--- src/rtl/mem_wb_stage.sv ---
// MEM/WB pipeline register: captures the MEM-stage slot, gates the register
// write enables, raises the overflow trap, counts loaded instructions and
// provides the combinational forwarding compare against the ID-stage sources.
module mem_wb_stage #(
    parameter int DW = 32,
    parameter int AW = 5,
    parameter int CW = 32,
    parameter int NB = DW / 8
) (
    input  logic          clk,
    input  logic          rst_n,
    input  logic          stall,
    input  logic          flush,
    input  logic          in_valid,
    input  logic          overflow,
    input  logic [DW-1:0] dout,
    input  logic [DW-1:0] result,
    input  logic [AW-1:0] rw,
    input  logic          regwr,
    input  logic [NB-1:0] byte_we,
    input  logic          memtoreg,
    input  logic          ovsel,
    input  logic [AW-1:0] rs_a,
    input  logic [AW-1:0] rs_b,
    output logic          wb_valid,
    output logic [DW-1:0] wb_data,
    output logic [AW-1:0] wb_rw,
    output logic          wb_we,
    output logic [NB-1:0] wb_byte_we,
    output logic          wb_ov_trap,
    output logic          fwd_a,
    output logic          fwd_b,
    output logic [CW-1:0] retired_cnt
);

    // Stage state
    logic          valid_q, valid_d;
    logic [DW-1:0] data_q,  data_d;
    logic [AW-1:0] rw_q,    rw_d;
    logic          we_q,    we_d;
    logic [NB-1:0] bwe_q,   bwe_d;
    logic          trap_q,  trap_d;
    logic [CW-1:0] cnt_q,   cnt_d;

    // Values the stage would take on a load edge
    logic          kill;
    logic          we_load;
    logic [NB-1:0] bwe_load;
    logic [DW-1:0] data_load;

    assign kill      = ovsel & overflow;
    assign we_load   = in_valid & regwr & ~kill & (rw != '0);
    assign data_load = memtoreg ? dout : result;

    // Lane enables only survive when the register write itself survives
    generate
        for (genvar gi = 0; gi < NB; gi++) begin : g_lane
            assign bwe_load[gi] = byte_we[gi] & we_load;
        end
    endgenerate

    // Next-state selection: flush beats stall, stall beats load
    always_comb begin
        valid_d = valid_q;
        data_d  = data_q;
        rw_d    = rw_q;
        we_d    = we_q;
        bwe_d   = bwe_q;
        trap_d  = trap_q;
        cnt_d   = cnt_q;
        if (flush) begin
            // Bubble: the counter keeps its value since nothing was loaded
            valid_d = 1'b0;
            data_d  = '0;
            rw_d    = '0;
            we_d    = 1'b0;
            bwe_d   = '0;
            trap_d  = 1'b0;
        end else if (!stall) begin
            valid_d = in_valid;
            data_d  = data_load;
            rw_d    = rw;
            we_d    = we_load;
            bwe_d   = bwe_load;
            trap_d  = in_valid & kill;
            cnt_d   = cnt_q + CW'(in_valid);
        end
    end

    // State register with synchronous active-low reset taking precedence
    always_ff @(posedge clk) begin
        if (!rst_n) begin
            valid_q <= 1'b0;
            data_q  <= '0;
            rw_q    <= '0;
            we_q    <= 1'b0;
            bwe_q   <= '0;
            trap_q  <= 1'b0;
            cnt_q   <= '0;
        end else begin
            valid_q <= valid_d;
            data_q  <= data_d;
            rw_q    <= rw_d;
            we_q    <= we_d;
            bwe_q   <= bwe_d;
            trap_q  <= trap_d;
            cnt_q   <= cnt_d;
        end
    end

    assign wb_valid    = valid_q;
    assign wb_data     = data_q;
    assign wb_rw       = rw_q;
    assign wb_we       = we_q;
    assign wb_byte_we  = bwe_q;
    assign wb_ov_trap  = trap_q;
    assign retired_cnt = cnt_q;

    // we_q is never set for r0, so the r0 guard here is belt and braces
    assign fwd_a = we_q & (rw_q != '0) & (rw_q == rs_a);
    assign fwd_b = we_q & (rw_q != '0) & (rw_q == rs_b);

endmodule

--- config.mk ---
export PLATFORM = sky130hd
export DESIGN_NAME = mem_wb_stage
export DESIGN_NICKNAME = d
export VERILOG_FILES = /design/src/rtl/mem_wb_stage.sv
export SDC_FILE = /design/constraint.sdc
export NUM_CORES = 1
export LEC_CHECK = 0
export BUFFER_PORTS_ARGS = -buffer_cell sky130_fd_sc_hd__buf_2
export CAP_MARGIN = 10
export CORE_UTILIZATION = 45
export CTS_BUF_LIST = sky130_fd_sc_hd__clkbuf_8
export DETAILED_ROUTE_END_ITERATION = 8
export PLACE_DENSITY = 0.83
export SKIP_LAST_GASP = 1
export SYNTH_ARGS = -nofsm -noshare
export SYNTH_HDL_FRONTEND = slang
export SYNTH_SLANG_ARGS = --single-unit
export TNS_END_PERCENT = 50
--- constraint.sdc ---
create_clock -name clk -period 5.1 [get_ports clk]
set_clock_uncertainty 0.2 [all_clocks]
set_input_delay 1.53 -clock clk [delete_from_list [all_inputs] [get_ports clk]]
set_output_delay 1.53 -clock clk [all_outputs]
set_load 0.01 [all_outputs]
# Word-level counts from Yosys, hierarchy flattened
# Index checks and enable logic that the tools add are counted.
# classes
addsub	1
eq_ne	2
muxes	1
bitwise	16
reduce_logical	4
# ops
op	count
$add 32x1->32	1
$mux 32	1
$and 1x1->1	12
$eq 5x5->1	2
$reduce_bool 5->1	2
$not 1->1	4
$reduce_and 2->1	1
$reduce_or 2->1	1
# totals
register_bits	76
out_inout_bits	78
elab_cells	31

# Logic depth before layout (Yosys ltp)
# Gate-level depths: netlist (run 1).
# logic_depth
word_depth	5
depth_mapped	7
ltp_nobuf	7

# Worst setup path before layout (run 1)
# Ideal clock, no wire load.
# synth_timing
kind	input to output
start	in rs_a[4]
end	out fwd_a
arrival_ns	2.170
required_ns	3.370
slack_ns	1.200
stages	3
n_path_buf	0
cell_sequence	xnor2_1 nand3_1 nor4_1
# synth_between
elab_chain_len	2
# synth_lines
element	line_no	text
start: declaration	23	input logic [AW-1:0] rs_a,
$eq 5x5->1	120	assign fwd_a = we_q & (rw_q != '0) & (rw_q == rs_a);
$and 1x1->1	120	
end: declaration	31	output logic fwd_a,
# No other way between the ends.

# Final worst setup path (run 1)
# layout_timing
start	in rs_a[2]
end	out fwd_a
# The elaborated chain is that of the path after synthesis.

==> flow_summary_export.csv, run 1 <==
group,metric,value,unit
placed_design,hpwl,6669,µm
setup_path,cp.depth,5,
cts,cts_setup_buffers,0,
setup_path,worst-path-max-fanout,1,
cts,ctsHoldBuffers,0,
synth,avgSynthCellArea,8.603,µm²
power,p_per_area,268.4,nW/µm²
placed_design,gp_congestion,0.8248,
placed_design,pre_cts_ws,1.040,ns
final_layout,multi_input_area,1912,µm²
final_layout,drive_above_1_share,0.3264,
routing,vias,3424,
power,p_sw,0.2899,mW
placed_design,dpl_cell_area,4418,µm²
final_layout,syn_to_final_growth,31.43,%
cts,cts_resized,0,
routing,wl_met3,501,µm
final_layout,n_fill_cell,657,
routing,drtIter0Drc,89,
routing,via_per_inst,5.095,
final_layout,fin_nets,663,
final_layout,layout_common_cells,"buf_2, nor2_1, dfxtp_1",
setup_path,worstPathArrival,2.32,ns
setup_path,cp-start-kind,"primary input",
setup_path,worst_path_largest_cell_delay,0.25,ns
sta,fmax,247.1,MHz
global_route,grt_pass1_wl,14500,µm
setup_path,r2r_start,"retired_cnt[0]",
min_path,hold_start,"wb_data[22]",
global_route,grt_pass1_vias,3259,
synth,synth_seq_area_share,0.4314,
floorplan,die_h,90.53,µm
global_route,grt_use_total,0.2146,
floorplan,rows,31,
global_route,antenna_found_initial,0,
cts,clk_pin_slew,0.08,ns
power,intPower,0.9545,mW
routing,routed.top_layer,"met4",
synth,synthMuxAreaShare,0.1050,
synth,ys_types,32,
power,p_leak,2.286,nW
sta,fin_crit,4.047,ns
run_status,status,"finished, final reports clean",
cts,cts_root_buf,"clkbuf_8",
sta,finalHoldViolCount,0,
synth,syn_inst,410,
routing,drc,0,
cts,worstSkewPairLatency,0.34,ns
synth,syn_area,3527,µm²
final_layout,postLayoutCellArea,4636,µm²
setup_path,crit_path_frequent_cell,"buf_2",
floorplan,start_util,0.4761,
routing,drt.antenna.violating_nets,0,
power,swShare,0.2330,
cts,cts.sinks,76,
sta,tightest_slew,0.9110,ns
sta,finalCritPeriodShare,0.7936,
floorplan,core,7408,µm²
setup_path,rr_endpoint,"retired_cnt[16]",
setup_path,critical_path_class,"primary input to primary output",
floorplan,boundaryPins,170,
synth,synth_seq_cells,76,
setup_path,critPathTopFamily,"simple AND/OR/NAND/NOR gates",
min_path,min_path_cells,2,
setup_path,cp-end-kind,"primary output",
final_layout,insertedDiodeCount,0,
cts,cts_max_path_buffers,2,
setup_path,path_buf_inv,2,
sta,finalSetupViolations,0,
synth,yosysWarnings,0,
setup_path,critical_path_required,3.37,ns
placed_design,io_buffers,169,
sta,slew_viol_final,0,
setup_path,reg2reg_slack,2.54,ns
synth,synthAdderAreaFrac,0.01064,
synth,synth-xor-area-share,0.09684,
routing,wl_per_cell,13.24,µm
routing,wl,8895,µm
power,seq_power_share,0.491,
setup_path,crit_chain,"buf_2, xnor2_1, nand3_1, nor4_1, buf_2",
power,irDropWorstVdd,0.0001496,V
setup_path,crit_slowest_cell,"nor4_1",
job,maxCapViolCount,0,
final_layout,fin_util,0.6257,
sta,finalWorstSetupSlack,1.053,ns
routing,dr.pass1.iters,4,
cts,htree_num_levels,3,
synth,synth-simple-area-share,0.2554,
setup_path,critPathLaunch,"rs_a[2]",
sta,rsz0062_at_grt,"false",
synth,synth_compound_area_frac,0.07343,
min_path,hp-class,"flop to flop",
power,p_comb_frac,0.108,
setup_path,r2r_cells,7,
cts,cts_tree,"built",
floorplan,die_w,90.53,µm
final_layout,final_common_cell,"buf_2",
floorplan,dieArea,8196,µm²
global_route,gr-total-overflow,0,
setup_path,cp-endpoint,"fwd_a",
sta,final.setup.tns,0,ns
synth,synth_top_family_by_area,"simple AND/OR/NAND/NOR gates",
final_layout,seq_area,1521,µm²
synth,synthesis.nets,505,
routing,wl_met2,4466,µm
routing,wl_met1,3718,µm
cts,numCtsBuffers,9,
global_route,grt_max_degree,82,
sta,max_slew_margin,0.3871,
power,clockPowerShare,0.401,
routing by layer:
layer,vias up,track usage
li1,1709,-
met1,1579,0.2461
met2,117,0.3782
met3,19,0.04630
met4,0,0.09946
met5,-,0
stage by stage:
stage                     instances  power [mW]  hold slack [ns]
after floorplan                 410      0.7006           0.2948
after global placement          656      0.7563           0.2567
after detailed placement        656      0.7606           0.2731
after CTS                       672       1.255           0.2911
after global routing            672       1.299           0.3111
final                           672       1.244           0.2850
registers in the layout, indices dropped and copies added, names as in the netlist:
register,cells
wb_valid,1
wb_ov_trap,1
retired_cnt,32
wb_data,32
wb_byte_we,4
wb_we,1
wb_rw,5
kinds of logic after synthesis:
logic type / count (synthesis)
DFF: 76
and+or+nand+nor: 183
AOI/OAI and AO/OA: 47
muxes: 37
xor gates and xnor gates: 39
adders and majority gates: 3
buffers and inverters: 25
worst min-delay path by stage:
stage	endpoint
floorplan	retired_cnt[31]
global placement	wb_ov_trap
detailed placement	wb_data[22]
CTS	wb_valid
global route	wb_data[30]
finish	wb_data[22]
worst min-delay path: stages, from the launching register on:
cell and delay (ns):
dfxtp_1 0.33, a21oi_1 0.06, nor2_1 0.07
power groups by stage:
stage / sequential (mW) / clock (mW) / combinational [mW]
after detailed placement: 0.625 / 0 / 0.135
final: 0.611 / 0.499 / 0.134
after CTS: 0.611 / 0.508 / 0.136
after floorplan: 0.630 / 0 / 0.0702
after global routing: 0.613 / 0.537 / 0.148
after global placement: 0.625 / 0 / 0.132
Yosys cell counts, drive strengths merged:
cell     instances  area share
a21boi           3      0.0064
a21oi           35       0.050
a22oi            4      0.0085
a32oi            1      0.0025
and2            26       0.046
and3             3      0.0053
and4             2      0.0050
buf              8      0.0092
clkbuf          15       0.016
dfxtp           76        0.43
ha               3       0.011
inv              2      0.0021
mux2i           37        0.11
nand2           16       0.017
nand2b           1      0.0018
nand3           11       0.016
nand4           13       0.025
nand4bb          2      0.0064
nor2            84       0.089
nor2b            5      0.0089
nor3             7      0.0099
nor4             8       0.014
nor4bb           1      0.0028
o21ai            3      0.0043
o31ai            1      0.0021
or2              1      0.0018
or4              3      0.0064
xnor2           20       0.050
xor2            19       0.047
layout make-up:
| class | count | area share |
|---|---|---|
| multi-input combinational | 309 | 0.4124 |
| sequential | 76 | 0.3282 |
| timing repair buffer | 170 | 0.1841 |
| clock buffer | 10 | 0.02969 |
| tap | 99 | 0.02672 |
| clock inverter | 6 | 0.01727 |
| inverter | 2 | 0.001619 |
Note: power is estimated with default switching activity, not from simulation.
==> inputs of run 2 (changes only) <==
- ABC_AREA: default -> 1
- PLACE_DENSITY: 0.83 -> 0.81
- clock period: 5.1 -> 3.9 ns (I/O delays scaled with it)
==> flow_summary_export.csv, run 2 <==
group,metric,value,unit
placed_design,hpwl,8040,µm
synth,synth_seq_area_share,0.3787,
run_status,status,"finished, final reports clean",
synth,synth_top_area_frac,0.3787,
synth,syn_area,4018,µm²
final_layout,layout_common_cells,"buf_2, nor2_1, inv_1",
synth,synthesis.nets,663,
final_layout,fin_nets,826,
floorplan,die_h,96.49,µm
synth,synth_ff_type,"dfxtp_1",
sta,fmax,304.0,MHz
cts,cts_resized,0,
final_layout,drive_above_1_share,0.3125,
global_route,grt_use_total,0.2314,
sta,fin_crit,3.290,ns
routing,drtIter0Drc,105,
synth,ys_types,31,
global_route,gr-total-overflow,0,
cts,clk_pin_slew,0.09,ns
global_route,grt_max_degree,45,
routing,wl_per_cell,12.61,µm
routing,drc,0,
final_layout,insertedDiodeCount,0,
cts,cts_setup_buffers,0,
routing,via_per_inst,4.963,
cts,htree_num_levels,3,
floorplan,rows,34,
cts,cts.sinks,76,
floorplan,core,8678,µm²
setup_path,worst-path-max-fanout,1,
sta,slew_viol_final,0,
synth,yosysWarnings,0,
routing,dr.pass1.iters,5,
placed_design,io_buffers,169,
routing,vias,4189,
synth,yosysMostFrequentCell,"nor2_1",
final_layout,fin_util,0.5941,
global_route,antenna_found_initial,1,
sta,tightest_slew,0.7279,ns
synth,ys_async_sr_fraction,0,
cts,worstSkewPairLatency,0.35,ns
final_layout,final_common_cell,"buf_2",
power,irDropWorstVdd,0.0002051,V
cts,cts_max_path_buffers,2,
synth,avgSynthCellArea,7.073,µm²
synth,synth_seq_cells,76,
synth,synth.largest_area_cell,"dfxtp_1",
routing,drt.antenna.violating_nets,0,
sta,max_slew_margin,0.5136,
routing,wl,10640,µm
power,p_leak,2.660,nW
power,p_per_area,327.6,nW/µm²
min_path,hp-class,"flop to flop",
global_route,grt_pass1_vias,3882,
synth,synth-edff-count,0,
sta,finalHoldViolCount,0,
setup_path,cp-start-kind,"primary input",
global_route,grt_pass1_wl,16700,µm
sta,final.setup.tns,0,ns
cts,cts_root_buf,"clkbuf_8",
sta,finalSetupViolations,0,
cts,ctsHoldBuffers,0,
cts,numCtsBuffers,9,
setup_path,cp-end-kind,"primary output",
floorplan,die_w,96.49,µm
setup_path,worstPathArrival,1.92,ns
setup_path,critical_path_required,2.53,ns
job,maxCapViolCount,0,
final_layout,syn_to_final_growth,28.34,%
floorplan,dieArea,9310,µm²
synth,syn_inst,568,
floorplan,start_util,0.4629,
cts,cts_tree,"built",
sta,finalCritPeriodShare,0.8436,
synth,netlist_top_cells_area,"dfxtp_1, nor2_1, inv_1, nand2_1, mux2_2",
setup_path,critical_path_class,"primary input to primary output",
sta,rsz0062_at_grt,"false",
synth,synth_common_cells,"nor2_1, inv_1, dfxtp_1, nand2_1, o21ai_0",
floorplan,boundaryPins,170,
placed_design,gp_congestion,0.8588,
-- run 2: cell types whose count changed in the layout (fill, tap and decap cells not counted), sizes merged, moves of 5 or more --
cell	delta
nor4	-7
inv	+81
nand2	+62
nor2	+51
o21ai	+44
xor2	-15
and2	-26
a21oi	-11
mux2	+32
nor2b	-5
nand3	+22
xnor2	-10
mux2i	-37
-- run 2: metal layers --
metal	up-vias	global-route usage	share of wire
li1	2118	-	-
met1	1891	0.2635	0.41
met2	157	0.4055	0.50
met3	21	0.06025	0.067
met4	2	0.1017	0.021
met5	-	0	0.0011
-- run 2: kinds of logic (layout without fill, tap and decap cells) --
family	after synthesis	count (layout)	share of synthesized area
XOR/XNOR	14	14	0.03052
adder cells (fa/ha/maj)	3	3	0.009344
AND/OR/NAND/NOR	265	265	0.2931
flip-flops	76	76	0.3787
AO/OA/AOI/OAI	75	75	0.09592
buffers and inverters	103	271	0.1028
multiplexers	32	32	0.08969
-- run 2: critical path, stage by stage --
cell	delay, ns
buf_2	0.10
xnor2_1	0.14
nand2_1	0.08
nor4_1	0.25
buf_2	0.17
-- run 2: where the power goes --
part	total, mW	internal, mW	switching (mW)
Combinational	0.200	0.0958	0.104
Clock	0.681	0.379	0.302
Sequential	0.808	0.795	0.0130
-- run 2: path summary, 6_finish.rpt --
check	from	endpoint	slack [ns]	cells past startpoint
max reg2reg	retired_cnt[0]	retired_cnt[26]	1.97	10
min	wb_valid	wb_valid	0.27	2
min reg2reg	wb_valid	wb_valid	0.27	2
max	rs_a[1]	fwd_a	0.61	5
-- run 2: final cells by class --
type | instances | area [µm²]
fillers | 822 | 3522
multi-input cells | 389 | 2083
flip-flops and latches | 76 | 1521
repair buffers | 172 | 868.3
inverters | 83 | 324.1
clock buffers | 10 | 137.6
well taps | 108 | 135.1
clock inverters | 6 | 86.33
-- run 2: per-stage QoR --
step / std cells / hold slack, ns / area, µm² / setup WS (ns) / power [mW]
final: 844 / 0.2670 / 5156 / 0.6101 / 1.689
after global routing: 844 / 0.3014 / 5156 / 0.4439 / 1.765
after CTS: 844 / 0.2668 / 5156 / 0.5903 / 1.704
after detailed placement: 828 / 0.2534 / 4932 / 0.5969 / 1.026
after global placement: 828 / 0.2512 / 4932 / 0.6642 / 1.017
after floorplan: 568 / 0.2875 / 4018 / 0.7467 / 0.9390
